--- src/rtl/fetch_unit_if.sv ---
// fetch_unit_if: instruction memory request/response channel between fetch and imem.
interface fetch_unit_if;
    logic        IMEM_Req_Valid;
    logic        IMEM_Req_Ready;
    logic [31:0] IMEM_Req_Addr;
    logic        IMEM_Resp_Valid;
    logic [31:0] IMEM_Resp_Data;
    modport master (
        output IMEM_Req_Valid, IMEM_Req_Addr,
        input  IMEM_Req_Ready, IMEM_Resp_Valid, IMEM_Resp_Data
    );
    modport slave (
        input  IMEM_Req_Valid, IMEM_Req_Addr,
        output IMEM_Req_Ready, IMEM_Resp_Valid, IMEM_Resp_Data
    );
endinterface

--- src/rtl/fetch_unit.sv ---
// fetch_unit: RV32I fetch front end pairing in-order imem responses with their PCs, flushed on redirect.
module fetch_unit #(
    parameter logic [31:0] RESET_PC = 32'h0000_0000,
    parameter int          DEPTH    = 4
) (
    input  logic         CLK,
    input  logic         RST,
    fetch_unit_if.master imem,
    input  logic         Redirect_En,
    input  logic [31:0]  Redirect_PC,
    input  logic         Stall,
    output logic [31:0]  Instr,
    output logic [31:0]  Instr_PC,
    output logic         Instr_Valid
);
    localparam int AW = $clog2(DEPTH);
    localparam int PW = AW + 1;
    logic [PW-1:0] alloc_ptr, fill_ptr, rd_ptr, discard, flush_discard;
    logic [PW:0]   occupancy;
    logic [31:0]   fetch_pc;
    logic [31:0]   pc_q   [DEPTH];
    logic [31:0]   data_q [DEPTH];
    logic          accept, fill, pop;
    assign occupancy          = {1'b0, alloc_ptr - rd_ptr} + {1'b0, discard};
    assign imem.IMEM_Req_Valid = !RST && occupancy < (PW+1)'(DEPTH);
    assign imem.IMEM_Req_Addr  = fetch_pc;
    assign accept             = imem.IMEM_Req_Valid && imem.IMEM_Req_Ready;
    assign fill               = imem.IMEM_Resp_Valid && discard == '0;
    assign Instr_Valid        = fill_ptr != rd_ptr;
    assign pop                = Instr_Valid && !Stall;
    assign Instr              = Instr_Valid ? data_q[rd_ptr[AW-1:0]] : 32'h0000_0013;
    assign Instr_PC           = Instr_Valid ? pc_q[rd_ptr[AW-1:0]] : '0;
    // on a flush every response still owed by memory is stale
    assign flush_discard = discard + (alloc_ptr - fill_ptr) + PW'(accept) - PW'(imem.IMEM_Resp_Valid);
    always_ff @(posedge CLK) begin
        if (RST) begin
            alloc_ptr <= '0;
            fill_ptr  <= '0;
            rd_ptr    <= '0;
            discard   <= '0;
            fetch_pc  <= {RESET_PC[31:2], 2'b00};
        end else if (Redirect_En) begin
            alloc_ptr <= '0;
            fill_ptr  <= '0;
            rd_ptr    <= '0;
            discard   <= flush_discard;
            fetch_pc  <= {Redirect_PC[31:2], 2'b00};
        end else begin
            if (accept) begin
                alloc_ptr <= alloc_ptr + 1'b1;
                fetch_pc  <= fetch_pc + 32'd4;
            end
            if (fill) fill_ptr <= fill_ptr + 1'b1;
            else if (imem.IMEM_Resp_Valid) discard <= discard - 1'b1;
            if (pop) rd_ptr <= rd_ptr + 1'b1;
        end
    end
    always_ff @(posedge CLK) begin
        if (accept) pc_q[alloc_ptr[AW-1:0]] <= fetch_pc;
        if (fill) data_q[fill_ptr[AW-1:0]] <= imem.IMEM_Resp_Data;
    end
endmodule

--- src/flat_wrapper.sv ---
// flat-port wrapper written by rule: the top's interface ports become plain ports
module fetch_unit_flat 
#(
    parameter logic [31:0] RESET_PC = 32'h0000_0000,
    parameter int          DEPTH    = 4
)
  (CLK, RST, Redirect_En, Redirect_PC, Stall, Instr, Instr_PC, Instr_Valid, imem_IMEM_Req_Valid, imem_IMEM_Req_Addr, imem_IMEM_Req_Ready, imem_IMEM_Resp_Valid, imem_IMEM_Resp_Data);
  fetch_unit_if imem_i ();
  input  logic CLK;
  input  logic RST;
  input  logic Redirect_En;
  input  logic [31:0] Redirect_PC;
  input  logic Stall;
  output logic [31:0] Instr;
  output logic [31:0] Instr_PC;
  output logic Instr_Valid;
  output wire logic [$bits(imem_i.IMEM_Req_Valid)-1:0] imem_IMEM_Req_Valid;
  output wire logic [$bits(imem_i.IMEM_Req_Addr)-1:0] imem_IMEM_Req_Addr;
  input wire logic [$bits(imem_i.IMEM_Req_Ready)-1:0] imem_IMEM_Req_Ready;
  input wire logic [$bits(imem_i.IMEM_Resp_Valid)-1:0] imem_IMEM_Resp_Valid;
  input wire logic [$bits(imem_i.IMEM_Resp_Data)-1:0] imem_IMEM_Resp_Data;
  assign imem_IMEM_Req_Valid = imem_i.IMEM_Req_Valid;
  assign imem_IMEM_Req_Addr = imem_i.IMEM_Req_Addr;
  assign imem_i.IMEM_Req_Ready = imem_IMEM_Req_Ready;
  assign imem_i.IMEM_Resp_Valid = imem_IMEM_Resp_Valid;
  assign imem_i.IMEM_Resp_Data = imem_IMEM_Resp_Data;
  fetch_unit #(.RESET_PC(RESET_PC), .DEPTH(DEPTH)) u_core (.CLK(CLK), .RST(RST), .imem(imem_i), .Redirect_En(Redirect_En), .Redirect_PC(Redirect_PC), .Stall(Stall), .Instr(Instr), .Instr_PC(Instr_PC), .Instr_Valid(Instr_Valid));
endmodule
--- config.mk ---
export PLATFORM = sky130hd
export DESIGN_NAME = fetch_unit_flat
export DESIGN_NICKNAME = d
export VERILOG_FILES = /design/src/rtl/fetch_unit_if.sv /design/src/rtl/fetch_unit.sv /design/src/flat_wrapper.sv
export SDC_FILE = /design/constraint.sdc
export NUM_CORES = 1
export LEC_CHECK = 0
export ABC_AREA = 1
export CAP_MARGIN = 25
export CELL_PAD_IN_SITES_DETAIL_PLACEMENT = 1
export CELL_PAD_IN_SITES_GLOBAL_PLACEMENT = 1
export CORE_ASPECT_RATIO = 1.75
export CORE_MARGIN = 3
export CORE_UTILIZATION = 47
export CTS_CLUSTER_DIAMETER = 40
export CTS_CLUSTER_SIZE = 28
export DETAILED_ROUTE_END_ITERATION = 6
export PLACE_DENSITY = 0.89
export SETUP_SLACK_MARGIN = 0.5
export SLEW_MARGIN = 20
export SYNTH_ARGS = -nofsm -noshare
export SYNTH_HDL_FRONTEND = slang
export SYNTH_SLANG_ARGS = --single-unit
export TNS_END_PERCENT = 1
--- constraint.sdc ---
create_clock -name CLK -period 8.3 [get_ports CLK]
set_input_delay 1.66 -clock CLK [delete_from_list [all_inputs] [get_ports CLK]]
set_output_delay 1.66 -clock CLK [all_outputs]
set_load 0.01 [all_outputs]
==> metrics.txt, run 1 <==
via count=9524; path type of the worst setup path=in -> reg; initial core utilization=47.7%; Total GRT Usage=24.7%; Post-synth EDFFs=248; crit path DAT=5.63 ns; first-pass GRT wire length=55700 um; postcts setup bufs=0; fmax=194 MHz; Finished Cell Area=15700 um2; Yosys warning count=0; Critical Path Sink Type=register; reg-to-reg startpoint=u_core.alloc_ptr[0]; cell mode on critical path=fa_1; cell count after synthesis=1218; post-cts resize count=0; CTS tree=built; final cell count without fillers=1709; initial antenna violation count=0; Die X=130 um; Worst Reg-to-Reg Cells=21; Post-DP Area=14700 um2; Port-buffer cells=161; Worst-Margin Slew=0.912 ns; XOR/XNOR share of the synthesized area=1.65%; pwr/cell area=227 nW/um2; leakage=5.55 nW; Num CTS Buffers=28; area delta synth->final=23.4%; WP data required=8.78 ns; Rows=79; Placed Cells=1656; ys flop type=edfxtp_1; Seq cells post-synth=292; hold buffers post-CTS=0; critical path cell sequence=clkdlybuf4s50_1, buf_4, nor2_4, nand2_2, nor2_4, nand2_4, inv_1, fa_1, inv_1, fa_1, inv_1, fa_1, fa_1, xnor2_1, or2_2, nand3_1, nand3_1, a21oi_1; die area=29200 um2; Startpoint Class=input pin; Worst Setup SP=RST; Worst R2R End=u_core.discard[2]; Post-Synth Adder-Cell Area=2.42%; DRT Wirelength=36600 um; clock sinks=292; Max Buffers Root-to-Sink=3; main combinational cell family by area after synthesis=simple AND/OR/NAND/NOR gates; unrepaired setup endpoints after global routing=false; IO Pins=168; final core occ=58.9%; Cell variety after synth=35; Post-DRT Antenna Nets=0; Die Y=224 um; final setup violation count=0; clk_lat worst skew=0.55 ns; number of fill cells=2827; Routed WL per cell=21.4 um; worst-path fanout max=25; post-place setup slack=2.58 ns; vias per cell=5.57; Simple-Gate Fraction of Synth Area=16.0%; CP bufs+invs=5; final HPWL from detailed placement=24300 um; share of cells above drive strength 1=7.22%; root buffer cell=clkbuf_16; GR Overflow Total=0; H-tree levels=1; Levels on crit path=18; cell area after synthesis=12700 um2; Slew Viols, Final=0; final worst slack=3.15 ns; final hold violations=0; slew margin rel.=39.2%; register area share after synthesis=65.4%; type of the tightest min-delay check=reg -> reg; 1st-iter DRT viols=550; RePlAce Congestion=0.950; asr flop ratio synth=0%; drt pass-1 iters=5; Synth Area per Inst=10.5 um2; Residual DRC=0; setup_tns=0 ns; Compound-Gate Fraction of Synth Area=10.2%; Tcrit/Tclk final=62.1%; Tmin final=5.15 ns; Clock transition at path regs=0.07 ns; capture point of the worst path=u_core.discard[2]; Critical-path top delay cell=fa_1; FF-to-FF setup slack=3.26 ns; peak supply drop=133 uV; max incr delay on CP=0.52 ns; largest net degree at the start of global routing=97; vias in the first global route=10395; Clock Skew=0.0160 ns; Largest delay share family, worst path=adder cells; MaxCap Viol Count=0; number of diodes=0; nets=1454; multiplexer share of the synthesized area=0%; outcome=finished, final reports clean; total core area=26700 um2
[synthesized netlist by cell type (all sizes together) (15+ instances only)]
library cell / instances / area (um2)
dfxtp: 44 / 881
nand2: 149 / 582
xor2: 15 / 131
inv: 64 / 240
nand3: 31 / 160
clkbuf: 40 / 151
edfxtp: 248 / 7450
ha: 15 / 188
nor2: 316 / 1260
buf: 24 / 159
o21ai: 141 / 706
a21oi: 88 / 440
[stage by stage]
step / hold WS [ns] / power (mW)
finish: 0.536 / 3.58
floorplan: 0.467 / 1.97
CTS: 0.523 / 3.60
detailed placement: 0.511 / 2.23
global placement: 0.480 / 2.19
global route: 0.551 / 3.71
[area by class of cell]
type | instances | area (um2) | share of cell area (%)
timing repair buffer | 176 | 1810 | 11.5
clock buffer | 33 | 782 | 4.97
sequential | 292 | 8330 | 53.0
inverter | 64 | 240 | 1.53
multi-input combinational | 801 | 3910 | 24.9
tap | 324 | 405 | 2.58
clock inverter | 19 | 241 | 1.54
[logic make-up after synthesis]
family / count (synthesis)
AO/OA/AOI/OAI: 250
XOR/XNOR: 24
adder cells (fa/ha/maj): 21
buffers and inverters: 128
flip-flops: 292
other: 1
AND/OR/NAND/NOR: 502
[routing by layer]
metal,wire [um],up-vias,part of all wire (%),GRT usage (%)
met5,0,-,0,0
met4,1690,0,4.6,12.1
met3,1250,90,3.4,2.51
met2,20400,294,56,46.5
met1,13300,4709,36,27.0
li1,-,4431,-,-
[worst min-delay path by stage]
| stage | from | endpoint | cells past startpoint |
|---|---|---|---|
| finish | u_core.alloc_ptr[2] | u_core.alloc_ptr[2] | 1 |
| global route | u_core.alloc_ptr[2] | u_core.alloc_ptr[2] | 1 |
| CTS | u_core.alloc_ptr[2] | u_core.alloc_ptr[2] | 1 |
| detailed placement | u_core.alloc_ptr[2] | u_core.alloc_ptr[2] | 1 |
| global placement | u_core.alloc_ptr[2] | u_core.alloc_ptr[2] | 1 |
| floorplan | u_core.alloc_ptr[2] | u_core.alloc_ptr[2] | 1 |
[registers in the layout, indices dropped and copies added (netlist names), named ones only]
register / count
u_core.pc_q: 120
u_core.rd_ptr: 3
u_core.discard: 3
u_core.fill_ptr: 3
u_core.alloc_ptr: 3
u_core.data_q: 128
u_core.imem.IMEM_Req_Addr: 30
[cell usage in the layout (no fill, tap or decap), drive strengths merged, types with 31 or more instances in the layout]
cell type,count
nor2,316
edfxtp,248
clkdlybuf4s50,161
nand2,149
o21ai,141
a21oi,88
inv,76
dfxtp,44
clkbuf,33
nand3,31
[power by group]
group	switching [mW]	internal [mW]	leakage [nW]	total, mW
clock	0.629	0.751	0.505	1.38
sequential	0.0513	1.66	2.64	1.71
combinational	0.283	0.203	2.41	0.487
total	0.964	2.61	5.55	3.58
Note: power is estimated with default switching activity, not from simulation.
==> inputs of run 2 (changes only) <==
Settings changed: CORE_UTILIZATION 47 to 43, PLACE_DENSITY 0.89 to 0.82.
Clock period 8.3 ns to 5.2 ns, I/O delays scaled along.
==> run 2 against run 1 <==
Against the previous run: utilization is 4.1 points lower; non-clock buffer count is 5 higher; sequential share of layout area is 0.42 points lower; clock skew is 0.0032 ns higher; cell area is 0.86% higher; final cell count is 3.5% higher; clock-buffer cell count is 4 lower; register-to-register slack worse by 2.5 ns; total power is 62% higher; first-iteration DRC count is 4.7% lower.
==> metrics.txt, run 2 (same netlist as run 1, synthesis figures left out) <==
Tcrit/Tclk final=85.6%; Sequential Area=8340 um2 (about the same); area of the multi-input gates=3920 um2 (+0.22%); Post-DRT Antenna Nets=0 (unchanged); Rows=82 (+3.8%); IO Pins=168 (unchanged); via count=9500 (-0.25%); Die Y=234 um (+4.4%); root buffer cell=clkbuf_16; peak supply drop=256 uV (+93%); CTS tree=built; vias per cell=5.37 (-3.6%); Largest register FFs=128 (unchanged); final setup violation count=0 (unchanged); GR Overflow Total=0 (unchanged); hold buffers post-CTS=0 (unchanged); Startpoint Class=register; type of the tightest min-delay check=reg -> reg; crit path DAT=4.96 ns (-0.67 ns); post-place setup slack=0.518 ns (-2.07 ns); most common cell after layout, fill and taps aside=nor2_1; WP data required=5.71 ns (-3.07 ns); Total GRT Usage=22.7% (-2.1 points); share of cells above drive strength 1=8.13% (+0.91 points); Port-buffer cells=161 (unchanged); Tmin final=4.45 ns; Hold Path Depth=2 (+1); Clock Skew=0.0193 ns (+0.00323 ns); setup_tns=0 ns (unchanged); clk_lat worst skew=0.57 ns (+0.02 ns); Clock transition at path regs=0.08 ns (about the same); Worst-Margin Slew=0.913 ns (+0.000206 ns); nets=1459 (+0.34%); RePlAce Congestion=0.880 (-7.4%); Critical Path Sink Type=register; outcome=finished, final reports clean; Worst Reg-to-Reg Cells=21 (unchanged); Die X=136 um (+4.3%); most frequent cells in the layout=297 x nor2_1, 248 x edfxtp_1, 161 x clkdlybuf4s50_1; path type of the worst setup path=reg -> reg; H-tree levels=1 (unchanged); total core area=28900 um2 (+8.4%); initial core utilization=44.0% (-3.7 points); largest net degree at the start of global routing=79 (-19%); Num CTS Buffers=28 (unchanged); Residual DRC=0 (unchanged); 1st-iter DRT viols=524 (-4.7%); die area=31800 um2 (+9.0%); pwr/cell area=366 nW/um2 (+61%); Worst Setup SP=u_core.alloc_ptr[0]; Worst Hold Launch=u_core.alloc_ptr[0]; drt pass-1 iters=5 (unchanged); number of diodes=0 (unchanged); area delta synth->final=24.5%; MaxCap Viol Count=0 (unchanged); fmax=225 MHz; slew margin rel.=39.2% (about the same); vias in the first global route=10372 (-0.22%); first-pass GRT wire length=56200 um (+0.87%); Slew Viols, Final=0 (unchanged); worst-path fanout max=5 (-80%); initial antenna violation count=0 (unchanged); final HPWL from detailed placement=23600 um (-2.6%); Routed WL per cell=20.4 um (-4.7%); Max Buffers Root-to-Sink=3 (unchanged); final worst slack=0.747 ns (-2.40 ns); DRT Wirelength=36100 um (-1.4%); reg-to-reg startpoint=u_core.alloc_ptr[0]; number of fill cells=3150 (+11%); final hold violations=0 (unchanged); clock sinks=292 (unchanged); unrepaired setup endpoints after global routing=false; leakage=5.57 nW (+0.29%)
==> run 2: cell count changes in the layout (fill, tap and decap cells not counted), moves of 3 or more <==
cell    delta
buf_12     +3
inv_8      -4
inv_6      +4
inv_16     +3
buf_16     -3
buf_4      +5
==> run 2: worst max-delay path, stage by stage (launching register included) <==
cell and delay (ns):
dfxtp_4 0.39, inv_4 0.05, ha_1 0.17, inv_1 0.07
fa_2 0.44, ha_1 0.29, nand2_1 0.05, nor2_1 0.17
nor2_4 0.09, nand2_4 0.07, inv_2 0.07, fa_1 0.50
inv_1 0.05, fa_1 0.48, inv_1 0.05, fa_1 0.38
fa_2 0.34, xnor2_1 0.14, or2_2 0.29, nand3_1 0.08
nand3_1 0.10, a21oi_2 0.15
==> run 2: what timing repair did <==
| action | 4_1_cts | 5_1_grt |
|---|---|---|
| endpoints found under the setup margin | 1 | 1 |
| pin swaps | 0 | 1 |
| buffers inserted | 0 | 1 |
| gates resized for setup | 1 | 8 |
| cloned | 0 | 0 |
==> run 2: stage by stage <==
step	area [um2]	util [%]	hold WS [ns]	total power, mW	instances
after global routing	15900	54.8	0.543	6.03	1768
after CTS	15800	54.7	0.555	5.86	1766
after global placement	14700	50.7	0.499	3.52	1710
final	15900	54.8	0.527	5.81	1768
after floorplan	12800	-	0.467	3.15	1221
after detailed placement	14800	51.0	0.527	3.56	1714
==> run 2: final timing paths <==
kind / end / slack [ns]
setup / recovery: u_core.discard[2] / 0.75
hold / removal: u_core.alloc_ptr[0] / 0.53
setup reg to reg: u_core.discard[2] / 0.75
hold reg to reg: u_core.alloc_ptr[0] / 0.53
==> run 2: per-layer routing <==
metal	GRT usage [%]	routed length (um)
met3	2.28	1410
met1	25.6	13600
met5	0	0
met2	43.3	19900
met4	8.58	1220
==> run 2: area by class of cell <==
| type | count | area share [%] |
|---|---|---|
| sequential | 292 | 52.6 |
| multi-input combinational | 801 | 24.7 |
| timing repair buffer | 181 | 11.5 |
| clock buffer | 29 | 4.58 |
| tap | 378 | 2.98 |
| clock inverter | 23 | 2.11 |
| inverter | 64 | 1.53 |
==> run 2: power by group <==
group          switching (mW)  internal [mW]
Sequential             0.0836           2.65
Combinational           0.450          0.329
Clock                    1.08           1.22
==> inputs of run 3 (changes only) <==
Settings changed: MAX_ROUTING_LAYER from default to met4, SLEW_MARGIN 20 to 10.
==> run 3 against run 2 <==
Against the previous run: total power down 1.9%; utilization shrank 0.16 points; clock skew down 0.0049 ns; first-iteration DRC count shrank 10%; critical path depth increased by 2; non-clock buffer count is 3 lower; critical endpoint unchanged; largest cell class unchanged; largest power group unchanged.
==> metrics.txt, run 3 (same netlist as run 1, synthesis figures left out) <==
fmax=218 MHz (-3.0%); FF-to-FF setup slack=0.61 ns (-0.14 ns); Die X=136 um (unchanged); H-tree levels=1 (unchanged); via count=9448 (-0.55%); pwr/cell area=360 nW/um2 (-1.6%); root buffer cell=clkbuf_16; vias in the first global route=10200 (-1.7%); number of diodes=0 (unchanged); Residual DRC=0 (unchanged); CTS tree=built; final worst slack=0.612 ns (-0.136 ns); vias per cell=5.35 (-0.38%); most common cell after layout, fill and taps aside=nor2_1; Total GRT Usage=23.4% (+0.68 points); clk_lat worst skew=0.56 ns (about the same); hold buffers post-CTS=0 (unchanged); GR Overflow Total=0 (unchanged); Tcrit/Tclk final=88.2% (+2.6 points); first-pass GRT wire length=55800 um (-0.65%); Routed WL per cell=20.6 um (+0.79%); 1st-iter DRT viols=470 (-10%); drt pass-1 iters=4 (-1); largest net degree at the start of global routing=91 (+15%); Startpoint Class=register; initial core utilization=44.0% (unchanged); NetSw=1.53 mW (-5.2%); Max Buffers Root-to-Sink=3 (unchanged); Port-buffer cells=161 (unchanged); leakage=5.53 nW (-0.65%); Num CTS Buffers=28 (unchanged); Die Y=234 um (unchanged); P_int=4.17 mW (-0.64%); post-place setup slack=0.463 ns (-0.0548 ns); DRT Wirelength=36300 um (+0.62%); final hold violations=0 (unchanged); clock power share=38.3% (-1.3 points); Clock transition at path regs=0.08 ns (about the same); MaxCap Viol Count=0 (unchanged); Critical Path Sink Type=register; Tmin final=4.59 ns (+0.136 ns); area delta synth->final=24.1%; final setup violation count=0 (unchanged); setup_tns=0 ns (unchanged); initial antenna violation count=0 (unchanged); die area=31800 um2 (unchanged); sw frac=26.9% (-0.93 points); combinational share of power=13.8% (+0.4 points); outcome=finished, final reports clean; crit path DAT=5.08 ns (+0.12 ns); Flop pwr share=47.9% (+0.9 points); IO Pins=168 (unchanged); Post-DRT Antenna Nets=0 (unchanged); Largest register FFs=128 (unchanged); Clock Skew=0.0144 ns (-0.00486 ns); nets=1456 (-0.21%); final HPWL from detailed placement=23600 um (-0.17%); total core area=28900 um2 (unchanged); unrepaired setup endpoints after global routing=true; clock sinks=292 (unchanged); Rows=82 (unchanged); share of cells above drive strength 1=7.93% (-0.20 points); WP data required=5.69 ns (-0.02 ns); path type of the worst setup path=reg -> reg; Worst-Margin Slew=0.963 ns (+0.0500 ns); type of the tightest min-delay check=reg -> reg; worst-path fanout max=5 (unchanged); Slew Viols, Final=0 (unchanged); final core occ=54.7% (-0.16 points); peak supply drop=301 uV (+17%); RePlAce Congestion=0.913 (+3.7%); most frequent cells in the layout=297 x nor2_1, 248 x edfxtp_1, 161 x clkdlybuf4s50_1; slew margin rel.=35.8% (-3.3 points)
[run 3: changes by cell type in the layout (fill, tap and decap cells not counted), sizes merged]
cell,delta
bufinv,+1
inv,-12
clkinv,+9
buf,-3
clkinvlp,+2
[run 3: per-layer routing]
layer  vias up  part of all wire [%]  GRT usage [%]
li1       4429                     -              -
met1      4726                    38           25.5
met2       228                    56           43.6
met3        65                   3.2           1.96
met4         0                   3.2           8.61
met5         -                     0              -
[run 3: worst paths after layout]
kind / startpoint / end / cells past startpoint
setup / recovery: u_core.alloc_ptr[0] / u_core.discard[2] / 23
hold / removal: u_core.fill_ptr[2] / u_core.fill_ptr[2] / 1
setup reg to reg: u_core.alloc_ptr[0] / u_core.discard[2] / 23
hold reg to reg: u_core.fill_ptr[2] / u_core.fill_ptr[2] / 1
[run 3: repair_timing]
item,4_1_cts,5_1_grt
endpoints found under the setup margin,1,1
gates resized for setup,4,7
pin swaps,0,2
setup buffers,0,0
cloned,0,0
[run 3: area by class of cell]
cell class | count | area, um2
clock buffers | 29 | 704
clock inverters | 23 | 305
fillers | 3129 | 13100
inverters | 64 | 246
multi-input cells | 801 | 3930
flip-flops and latches | 292 | 8340
well taps | 378 | 473
repair buffers | 178 | 1810
[run 3: power by group through the flow]
stage               combinational [mW]  sequential [mW]  clock [mW]
detailed placement               0.787             2.78           0
floorplan                        0.398             2.75           0
CTS                              0.798             2.73        2.22
finish                           0.788             2.73        2.18
global placement                 0.750             2.77           0
global route                     0.871             2.74        2.30
[run 3: worst max-delay path: stages (launching register included)]
cell        delay (ns)
dfxtp_4           0.38
inv_4             0.07
ha_1              0.13
inv_1             0.05
fa_2              0.35
xnor2_2           0.15
xor2_1            0.15
ha_1              0.28
nor2_1            0.04
nand2_2           0.08
nor2_4            0.06
nand2_4           0.08
clkinvlp_4        0.13
fa_1              0.55
inv_1             0.05
fa_1              0.47
inv_1             0.05
fa_2              0.34
fa_2              0.34
xnor2_1           0.14
or2_2             0.29
nand3_1           0.07
nand3_1           0.09
a21oi_2           0.16
[run 3: stage by stage]
step | total power [mW] | instances | hold slack, ns | instance area, um2
2_1_floorplan | 3.15 | 1221 | 0.467 | 12800
3_3_place_gp | 3.52 | 1708 | 0.497 | 14700
3_5_place_dp | 3.57 | 1712 | 0.507 | 14800
4_1_cts | 5.75 | 1764 | 0.527 | 15800
5_1_grt | 5.91 | 1765 | 0.564 | 15800
6_report | 5.70 | 1765 | 0.522 | 15800
